### config.mk
export PLATFORM = sky130hd
export DESIGN_NAME = pc_fetch_unit
export DESIGN_NICKNAME = d
export VERILOG_FILES = /design/src/rtl/pc_fetch_unit.sv
export SDC_FILE = /design/constraint.sdc
export NUM_CORES = 1
export LEC_CHECK = 0
export ABC_CLOCK_PERIOD_IN_PS = 5300
export BUFFER_PORTS_ARGS = -buffer_cell sky130_fd_sc_hd__buf_2
export CAP_MARGIN = 40
export CORE_AREA = 2 2 134 136
export CTS_CLUSTER_DIAMETER = 100
export DETAILED_ROUTE_END_ITERATION = 10
export DIE_AREA = 0 0 136 138
export HOLD_SLACK_MARGIN = 0.05
export PLACE_DENSITY = 0.65
export RECOVER_POWER = 100
export SLEW_MARGIN = 15
export SYNTH_ARGS = -nofsm -noshare
export SYNTH_HDL_FRONTEND = slang
export SYNTH_SLANG_ARGS = --single-unit
### constraint.sdc
create_clock -name clk -period 5.3 [get_ports clk]
set_clock_uncertainty 0.05 [all_clocks]
set_input_delay 0 -clock clk [delete_from_list [all_inputs] [get_ports clk]]
set_output_delay 0 -clock clk [all_outputs]
set_load 0.03 [all_outputs]
### src/rtl/pc_fetch_unit.sv
// Instruction-fetch stage: owns the PC, issues fetches over a req/ready handshake,
// holds the F/D register and applies branch/jump redirects after the delay slot.
module pc_fetch_unit #(
  parameter logic [31:0] RESET_PC = 32'h0000_3000
) (
  input  logic        clk,
  input  logic        reset_n,
  input  logic        stall,
  input  logic        br_take,
  input  logic [31:0] br_target,
  input  logic        j_take,
  input  logic [31:0] j_target,
  output logic        imem_req,
  output logic [31:0] imem_addr,
  input  logic        imem_ready,
  input  logic [31:0] imem_rdata,
  output logic        if_valid,
  output logic [31:0] if_pc,
  output logic [31:0] if_instr,
  output logic [31:0] if_pc8,
  output logic        misalign_err
);

  typedef enum logic {IDLE = 1'b0, RUN = 1'b1} state_t;

  state_t      state_reg, state_next;
  logic [31:0] pc_reg, next_pc;
  logic        if_valid_reg;
  logic [31:0] if_pc_reg, if_instr_reg;
  logic        pend_valid_reg;
  logic [31:0] pend_tgt_reg;
  logic        misalign_reg;
  logic        fetch_done;
  logic        redir;
  logic [31:0] tgt_raw, tgt;

  always_ff @(posedge clk or negedge reset_n) begin
    if (!reset_n) state_reg <= IDLE;
    else          state_reg <= state_next;
  end

  // IDLE is a single settling cycle; fetching starts once in RUN.
  always_comb begin
    state_next = state_reg;
    imem_req   = 1'b0;
    case (state_reg)
      IDLE: state_next = RUN;
      RUN: begin
        state_next = RUN;
        imem_req   = !if_valid_reg || !stall;
      end
      default: state_next = IDLE;
    endcase
  end

  assign fetch_done = imem_req && imem_ready;
  assign redir      = br_take || j_take;
  assign tgt_raw    = br_take ? br_target : j_target;
  assign tgt        = {tgt_raw[31:2], 2'b00};

  // A redirect seen with the delay-slot fetch steers the following fetch;
  // otherwise a pending target waits for the delay slot to complete.
  always_comb begin
    if (redir)               next_pc = tgt;
    else if (pend_valid_reg) next_pc = pend_tgt_reg;
    else                     next_pc = pc_reg + 32'd4;
  end

  always_ff @(posedge clk or negedge reset_n) begin
    if (!reset_n) begin
      pc_reg         <= RESET_PC;
      if_valid_reg   <= 1'b0;
      if_pc_reg      <= 32'h0;
      if_instr_reg   <= 32'h0;
      pend_valid_reg <= 1'b0;
      pend_tgt_reg   <= 32'h0;
      misalign_reg   <= 1'b0;
    end else begin
      if (fetch_done) begin
        if_instr_reg   <= imem_rdata;
        if_pc_reg      <= pc_reg;
        if_valid_reg   <= 1'b1;
        pc_reg         <= next_pc;
        pend_valid_reg <= 1'b0;
      end else begin
        if (!stall) if_valid_reg <= 1'b0;
        if (redir) begin
          pend_valid_reg <= 1'b1;
          pend_tgt_reg   <= tgt;
        end
      end
      if (redir && (tgt_raw[1:0] != 2'b00)) misalign_reg <= 1'b1;
    end
  end

  assign imem_addr    = pc_reg;
  assign if_valid     = if_valid_reg;
  assign if_pc        = if_pc_reg;
  assign if_instr     = if_instr_reg;
  assign if_pc8       = if_pc_reg + 32'd8;
  assign misalign_err = misalign_reg;

endmodule

==> metrics.md, run 1 <==
| Metric | Value |
|---|---|
| Async set-reset flop share out of synthesis | `1.00` |
| GR met1 Demand/Resource | `0.349` |
| Finished Cell Area | `about 10000 µm²` |
| Crit Path Max Fanout | `47` |
| Via density | `~5.3` |
| Gate power share | `0.311` |
| Critical path startpoint category | `register` |
| EDFF count, synth | `0` |
| Detail Route Antenna Nets | `0` |
| Most common flop cell mapped by yosys | `dfrtp_1` |
| Max-slew headroom | `-0.155` |
| Yosys reg bits | `~130` |
| # port buffers | `around 230` |
| First-pass GRT wire length | `~36000 µm` |
| GRT Util Overall | `0.243` |
| Switching share of power | `0.386` |
| CTS tree | `yes` |
| Pwr Density | `approximately 380 nW/µm²` |
| Post_cts resized | `0` |
| I/O pins | `roughly 230` |
| Switching power | `1.42 mW` |
| Fillers | `around 1600` |
| CTS Buf Count | `17` |
| Post-synth design cell area | `6820 µm²` |
| Met2 Track Usage GR | `0.366` |
| Seq/Total Area, Yosys | `0.462` |
| Clk buf depth | `2` |
| Path type of the worst min-delay path | `primary input to register` |
| Layout cells sized above 1 | `0.125` |
| GRT Max-Usage Layer | `met2` |
| Count of final hold-check violations | `0` |
| Die W | `~140 µm` |
| Final period utilization | `0.653` |
| Slowest-stage cell, CP | `nand2_1` |
| Initial Utilization | `0.389` |
| Die height | `around 140 µm` |
| Sequential Power Share | `0.366` |
| Commonest non-fill, non-tap cell in the layout | `nand2_1` |
| # clock sinks | `~130` |
| Slowest stage delay, CP | `approximately 0.96 ns` |
| Tightest Pin Transition | `around 1.7 ns` |
| Final min period | `around 3.5 ns` |
| DIE AREA | `roughly 19000 µm²` |
| WP data arrival | `between 3 and 4 ns` |
| VDD IR max | `between 0.2 and 0.25 mV` |
| CORE AREA | `around 18000 µm²` |
| RD Place Congestion | `0.896` |
| Setup slack, reg-to-reg | `1.84 ns` |
| Synth Instances | `814` |
| Max-slew violations | `47` |
| Largest net degree at the start of global routing | `65` |
| Std-Cell Rows | `49` |
| Final net count | `about 1200` |
| Worst-Skew Late Latency | `about 0.42 ns` |
| Wire per inst | `about 16 µm` |
| GR Layer Usage met3 | `0.0374` |
| Hold endpoint | `imem_addr[29]$_DFFE_PN0P_` |
| R2R Path Start | `if_valid$_DFFE_PN0P_` |
| RR Endpoint | `imem_addr[19]$_DFFE_PN0P_` |
| Status | `finished with violations` |
| Final Routed Wirelength | `22800 µm` |
| Htree depth | `4` |
| DR vias | `about 7300` |
| Clock power share | `0.323` |
| Ant diodes | `0` |
| Largest register FFs | `32` |
| RSZ-0062 raised after global routing | `false` |
| Crit path capture type | `register` |
| Worst Hold Depth | `5` |
| Worst Hold Launch | `br_target[29]` |
| Setup TNS | `0 ns` |
| Lkg Pwr | `4.36 nW` |
| CP Cell Sequence | `nand2_1 > nand2_1 > a221oi_1 > dlygate4sd3_1 > a2bb2oi_1 > dlygate4sd3_1` |
| Syn_area_per_cell | `between 8 and 9 µm²` |
| CP Class | `register to register` |
| Yosys cell types | `57` |
| # DRC | `0` |
| Max Cap Viol | `1` |
| Root Driver | `clkbuf_16` |
| Area growth syn-to-layout | `44.0%` |
| Violated checks | `capacitance limit, slew limit` |
| Setup-failing EPs final | `0` |
| Max Clk Rate | `about 0.29 GHz` |
| Most frequent cells in the layout | `nand2_1, clkbuf_1, dfrtp_1` |
| Yosys warning total | `0` |
| Worst EP required | `5.55 ns` |
| DP HPWL | `about 15000 µm` |
| Vias in the first global route | `slightly below 7000` |
| Post-DP Area | `8190 µm²` |
| Internal power | `2.27 mW` |
| DR iter-0 viols | `638` |
| Detailed Routing Iterations Pass 1 | `5` |
| Reg2Reg Depth | `6` |
| Initial antenna violation count | `0` |
| CTS clk-pin slew, worst paths | `approximately 0.050 ns` |
| Global route total overflow | `0` |
-- cell type report --
type                    count  area, µm²  share of cell area
multi-input cells         624       3400               0.345
flip-flops and latches    126       3160               0.321
repair buffers            362       2360               0.240
clock buffers              25        485              0.0494
well taps                 229        287              0.0291
clock inverters             7        110              0.0112
inverters                   9       33.8             0.00344
-- critical path: cells and delay by family, from the launching register on --
family / cells / cell delay, ns
compound gates: 2 / 0.64
buf+inv: 2 / 1.17
flops: 1 / 0.39
simple gates: 2 / 1.07
-- layer usage --
layer  wire length, µm  vias to the layer above  share of wire
met2             10400                      271           0.46
met5                 0                        -              0
met4               650                        0          0.029
met1             10500                     3468           0.46
li1                  -                     3490              -
met3              1260                       49          0.055
-- metrics by stage --
step           total power, mW  hold WS, ns   util  worst slack [ns]  std cells
2_1_floorplan             2.07       -0.346      -              2.89        819
3_3_place_gp              2.44      -0.0221  0.462              2.72       1222
3_5_place_dp              2.47      -0.0179  0.467              2.64       1227
4_1_cts                   3.75       0.0597  0.571              2.62       1382
5_1_grt                   3.86        0.123  0.561              1.55       1382
6_report                  3.69       0.0759  0.561              1.84       1382
-- how the worst max path moves through the flow --
stage,startpoint,endpoint,slack (ns),cells past startpoint
after global routing,state_reg$_DFF_PN0_,pend_tgt_reg[31]$_DFFE_PN0P_,1.55,7
after detailed placement,imem_addr[2]$_DFFE_PN0P_,imem_addr[24]$_DFFE_PN0P_,2.64,6
after CTS,imem_addr[2]$_DFFE_PN0P_,imem_addr[24]$_DFFE_PN0P_,2.62,6
final,if_valid$_DFFE_PN0P_,imem_addr[19]$_DFFE_PN0P_,1.84,6
after floorplan,imem_addr[2]$_DFFE_PN0P_,imem_addr[24]$_DFFE_PN0P_,2.89,6
after global placement,imem_addr[2]$_DFFE_PN0P_,imem_addr[24]$_DFFE_PN0P_,2.72,6
-- power groups by stage --
| stage | combinational (mW) | sequential (mW) | clock, mW |
|---|---|---|---|
| floorplan | 0.479 | 1.59 | 0 |
| global placement | 1.10 | 1.35 | 0 |
| detailed placement | 1.11 | 1.36 | 0 |
| CTS | 1.20 | 1.34 | 1.21 |
| global route | 1.24 | 1.38 | 1.25 |
| finish | 1.15 | 1.35 | 1.19 |
-- Yosys cell counts, types with 5 or more instances --
library cell  instances  area, µm²
nand2_1             231        867
dfrtp_1             124       3100
a21oi_1              55        275
nor2_1               55        206
clkbuf_1             40        150
o21ai_0              39        195
nand3_1              28        140
mux2i_1              27        270
xnor2_1              26        228
a221oi_1             20        175
nand4_1              14       87.6
nor3_1               14       70.1
a31oi_1               8       50.1
and4_1                8       70.1
buf_1                 8       30.0
inv_1                 8       30.0
o22ai_1               8       50.1
buf_4                 7       52.6
o31ai_1               7       52.6
o211ai_1              6       45.0
xor2_1                6       52.6
buf_2                 5       25.0
o21a_1                5       37.5
-- cells by family after synthesis --
family	count (synthesis)	share of synthesized area
flops	126	0.462
compound gates	180	0.170
xor+xnor	32	0.0411
buf+inv	69	0.0427
mux	27	0.0396
simple gates	376	0.239
other cells	2	0.00110
fa+ha+maj	2	0.00367
-- what timing repair did --
action,CTS,global route
hold endpoints to repair,158,0
setup buffers,0,0
hold buffers,123,0
No activity file was read; power rests on OpenSTA's default activity.
==> inputs of run 2 (changes only) <==
--- a/config.mk
+++ b/config.mk
@@ -5,7 +5,7 @@
 export SDC_FILE = /design/constraint.sdc
 export NUM_CORES = 1
 export LEC_CHECK = 0
-export ABC_CLOCK_PERIOD_IN_PS = 5300
+export ABC_CLOCK_PERIOD_IN_PS = 2920
 export BUFFER_PORTS_ARGS = -buffer_cell sky130_fd_sc_hd__buf_2
 export CAP_MARGIN = 40
 export CORE_AREA = 2 2 134 136
@@ -13,7 +13,7 @@
 export DETAILED_ROUTE_END_ITERATION = 10
 export DIE_AREA = 0 0 136 138
 export HOLD_SLACK_MARGIN = 0.05
-export PLACE_DENSITY = 0.65
+export PLACE_DENSITY = 0.68
 export RECOVER_POWER = 100
 export SLEW_MARGIN = 15
 export SYNTH_ARGS = -nofsm -noshare
==> constraint.sdc (replaced) <==
create_clock -name clk -period 2.92 [get_ports clk]
set_clock_uncertainty 0.05 [all_clocks]
set_input_delay 0 -clock clk [delete_from_list [all_inputs] [get_ports clk]]
set_output_delay 0 -clock clk [all_outputs]
set_load 0.03 [all_outputs]
==> metrics.md, run 2 (synthesis results as in run 1) <==
| Metric | Value |
|---|---|
| VDD IR max | `0.412 mV (+75%)` |
| DP HPWL | `14800 µm (-1.1%)` |
| Gate power share | `0.328 (+0.017)` |
| Global route total overflow | `0 (unchanged)` |
| Final Routed Wirelength | `23400 µm (+2.8%)` |
| Largest register FFs | `32 (unchanged)` |
| # DRC | `0 (unchanged)` |
| Die W | `136 µm (unchanged)` |
| Wire per inst | `16.7 µm (+1.3%)` |
| Placed cells | `1230 (+0.24%)` |
| Clk buf depth | `2 (unchanged)` |
| DR vias | `7478 (+2.7%)` |
| Final period utilization | `0.893` |
| I/O pins | `233 (unchanged)` |
| Initial Utilization | `0.389 (unchanged)` |
| Crit Path Max Fanout | `8 (-83%)` |
| Detail Route Antenna Nets | `0 (unchanged)` |
| Clock power share | `0.289 (-0.034)` |
| Vias in the first global route | `7280 (+6.1%)` |
| Root Driver | `clkbuf_16` |
| Max Clk Rate | `around 0.38 GHz` |
| Area growth syn-to-layout | `45.0%` |
| Critical path startpoint category | `register` |
| Post_cts resized | `0 (unchanged)` |
| Count of final hold-check violations | `0 (unchanged)` |
| Largest net degree at the start of global routing | `73 (+12%)` |
| CTS Buf Count | `17 (unchanged)` |
| Setup-failing EPs final | `0 (unchanged)` |
| First-pass GRT wire length | `37700 µm (+4.0%)` |
| CTS clk-pin slew, worst paths | `0.05 ns (about the same)` |
| GRT Util Overall | `0.251 (+0.00769)` |
| DIE AREA | `18800 µm² (unchanged)` |
| Max-slew headroom | `-0.213 (-0.0578)` |
| Final Total Pwr | `6.40 mW (+73%)` |
| Switching share of power | `0.405 (+0.0190)` |
| Final net count | `1264 (+1.6%)` |
| Max Cap Viol | `2 (+1)` |
| # Post-CTS Setup Buffers | `0 (unchanged)` |
| Ant diodes | `0 (unchanged)` |
| Htree depth | `4 (unchanged)` |
| Detailed Routing Iterations Pass 1 | `5 (unchanged)` |
| Pwr Density | `647 nW/µm² (+72%)` |
| RSZ-0062 raised after global routing | `false` |
| Std-Cell Rows | `49 (unchanged)` |
| Layout cells sized above 1 | `0.130 (+0.00469)` |
| Lkg Pwr | `4.34 nW (-0.47%)` |
| # clock sinks | `126 (unchanged)` |
| Layout Cells excl Fill | `1402 (+1.4%)` |
| Die height | `138 µm (unchanged)` |
| CP Class | `register to output pin` |
| Worst-Skew Late Latency | `0.42 ns (about the same)` |
| Status | `finished with violations` |
| DR iter-0 viols | `723 (+13%)` |
| Worst EP required | `2.87 ns (-2.68 ns)` |
| Crit path capture type | `output pin` |
| CTS tree | `yes` |
| CORE AREA | `17500 µm² (unchanged)` |
| Initial antenna violation count | `0 (unchanged)` |
| RD Place Congestion | `0.880 (-1.9%)` |
| Max-slew violations | `110 (+130%)` |
| Violated checks | `capacitance limit, slew limit` |
| Final min period | `between 2 and 3 ns` |
| Switching power | `2.59 mW (+82%)` |
| Sequential Power Share | `0.383 (+0.017)` |
| WP data arrival | `2.56 ns (-1.15 ns)` |
| Finished Cell Area | `9890 µm² (+0.66%)` |
| # port buffers | `226 (unchanged)` |
| Post-DP Area | `8190 µm² (about the same)` |
| Setup TNS | `0 ns (unchanged)` |
| Via density | `5.33 (+1.3%)` |
| Fillers | `1606 (-2.3%)` |
| Internal power | `3.81 mW (+68%)` |
| Path type of the worst min-delay path | `primary input to register` |
| Tightest Pin Transition | `1.82 ns (+0.0908 ns)` |
| Most frequent cells in the layout | `nand2_1, dlygate4sd3_1, clkbuf_1` |
| Commonest non-fill, non-tap cell in the layout | `nand2_1` |
## run 2: cell types whose count changed in the layout (fill, tap and decap cells not counted), sizes merged
cell           previous run  this run
buf                     112       111
bufinv                    3         0
clkbuf                  152       155
clkdlybuf4s25             0         1
clkinv                    5         7
clkinvlp                  0         2
dlygate4sd3             123       139
## run 2: path summary, 6_finish.rpt
check                                               from                           end  slack (ns)  depth (start not counted)
worst max-delay path                if_pc[3]$_DFFE_PN0P_                    if_pc8[19]        0.31                          7
worst min-delay path                       br_target[29]     imem_addr[29]$_DFFE_PN0P_        0.10                          5
worst max register to register       state_reg$_DFF_PN0_  pend_tgt_reg[31]$_DFFE_PN0P_        0.34                          7
worst min register to register  if_instr[29]$_DFFE_PN0P_      if_instr[29]$_DFFE_PN0P_        0.42                          2
max in group asynchronous                        reset_n          if_pc[9]$_DFFE_PN0P_        0.59                          4
min in group asynchronous                        reset_n     imem_addr[12]$_DFFE_PN1P_        0.25                          2
## run 2: worst max-delay path, stage by stage (launching register included)
cell and delay, ns:
dfrtp_1 0.40, ha_1 0.21, and4_1 0.24, nand3_1 0.13
nor2_1 0.48, nand3_1 0.18, xnor2_1 0.17, clkbuf_1 0.32
## run 2: layer usage
| layer | part of all wire | GRT usage | wire, µm | vias up |
|---|---|---|---|---|
| met1 | 0.44 | 0.345 | 10300 | 3529 |
| met2 | 0.46 | 0.389 | 10700 | 347 |
| li1 | - | - | - | 3531 |
| met5 | 0 | 0 | 0 | - |
| met3 | 0.068 | 0.0433 | 1590 | 71 |
| met4 | 0.034 | 0.111 | 807 | 0 |
## run 2: repair_timing
item                                    4_1_cts  5_1_grt
endpoints found under the hold margin       199        0
endpoints found under the setup margin        0        0
hold buffers                                140        0
## run 2: metrics by stage
stage | worst slack, ns | hold WS [ns] | utilization
after global placement | 0.539 | 0.139 | 0.465
after detailed placement | 0.438 | -0.105 | 0.467
after global routing | 0.0681 | 0.113 | 0.564
after floorplan | 0.505 | -0.346 | -
final | 0.314 | 0.105 | 0.564
after CTS | 0.379 | 0.0603 | 0.576
## run 2: layout make-up
cell class	instances	area, µm²	share of cell area
Sequential cell	126	3160	0.319
Clock inverter	8	45.0	0.00455
Inverter	9	33.8	0.00341
Timing Repair Buffer	382	2490	0.252
Multi-Input combinational cell	624	3420	0.345
Clock buffer	24	462	0.0467
Tap cell	229	287	0.0290
## run 2: power groups by stage
stage | Combinational (mW) | Sequential [mW] | Clock (mW)
after floorplan | 0.870 | 2.88 | 0
after global placement | 1.99 | 2.44 | 0
after detailed placement | 2.01 | 2.46 | 0
after CTS | 2.18 | 2.43 | 1.87
after global routing | 2.26 | 2.50 | 1.95
final | 2.10 | 2.45 | 1.85
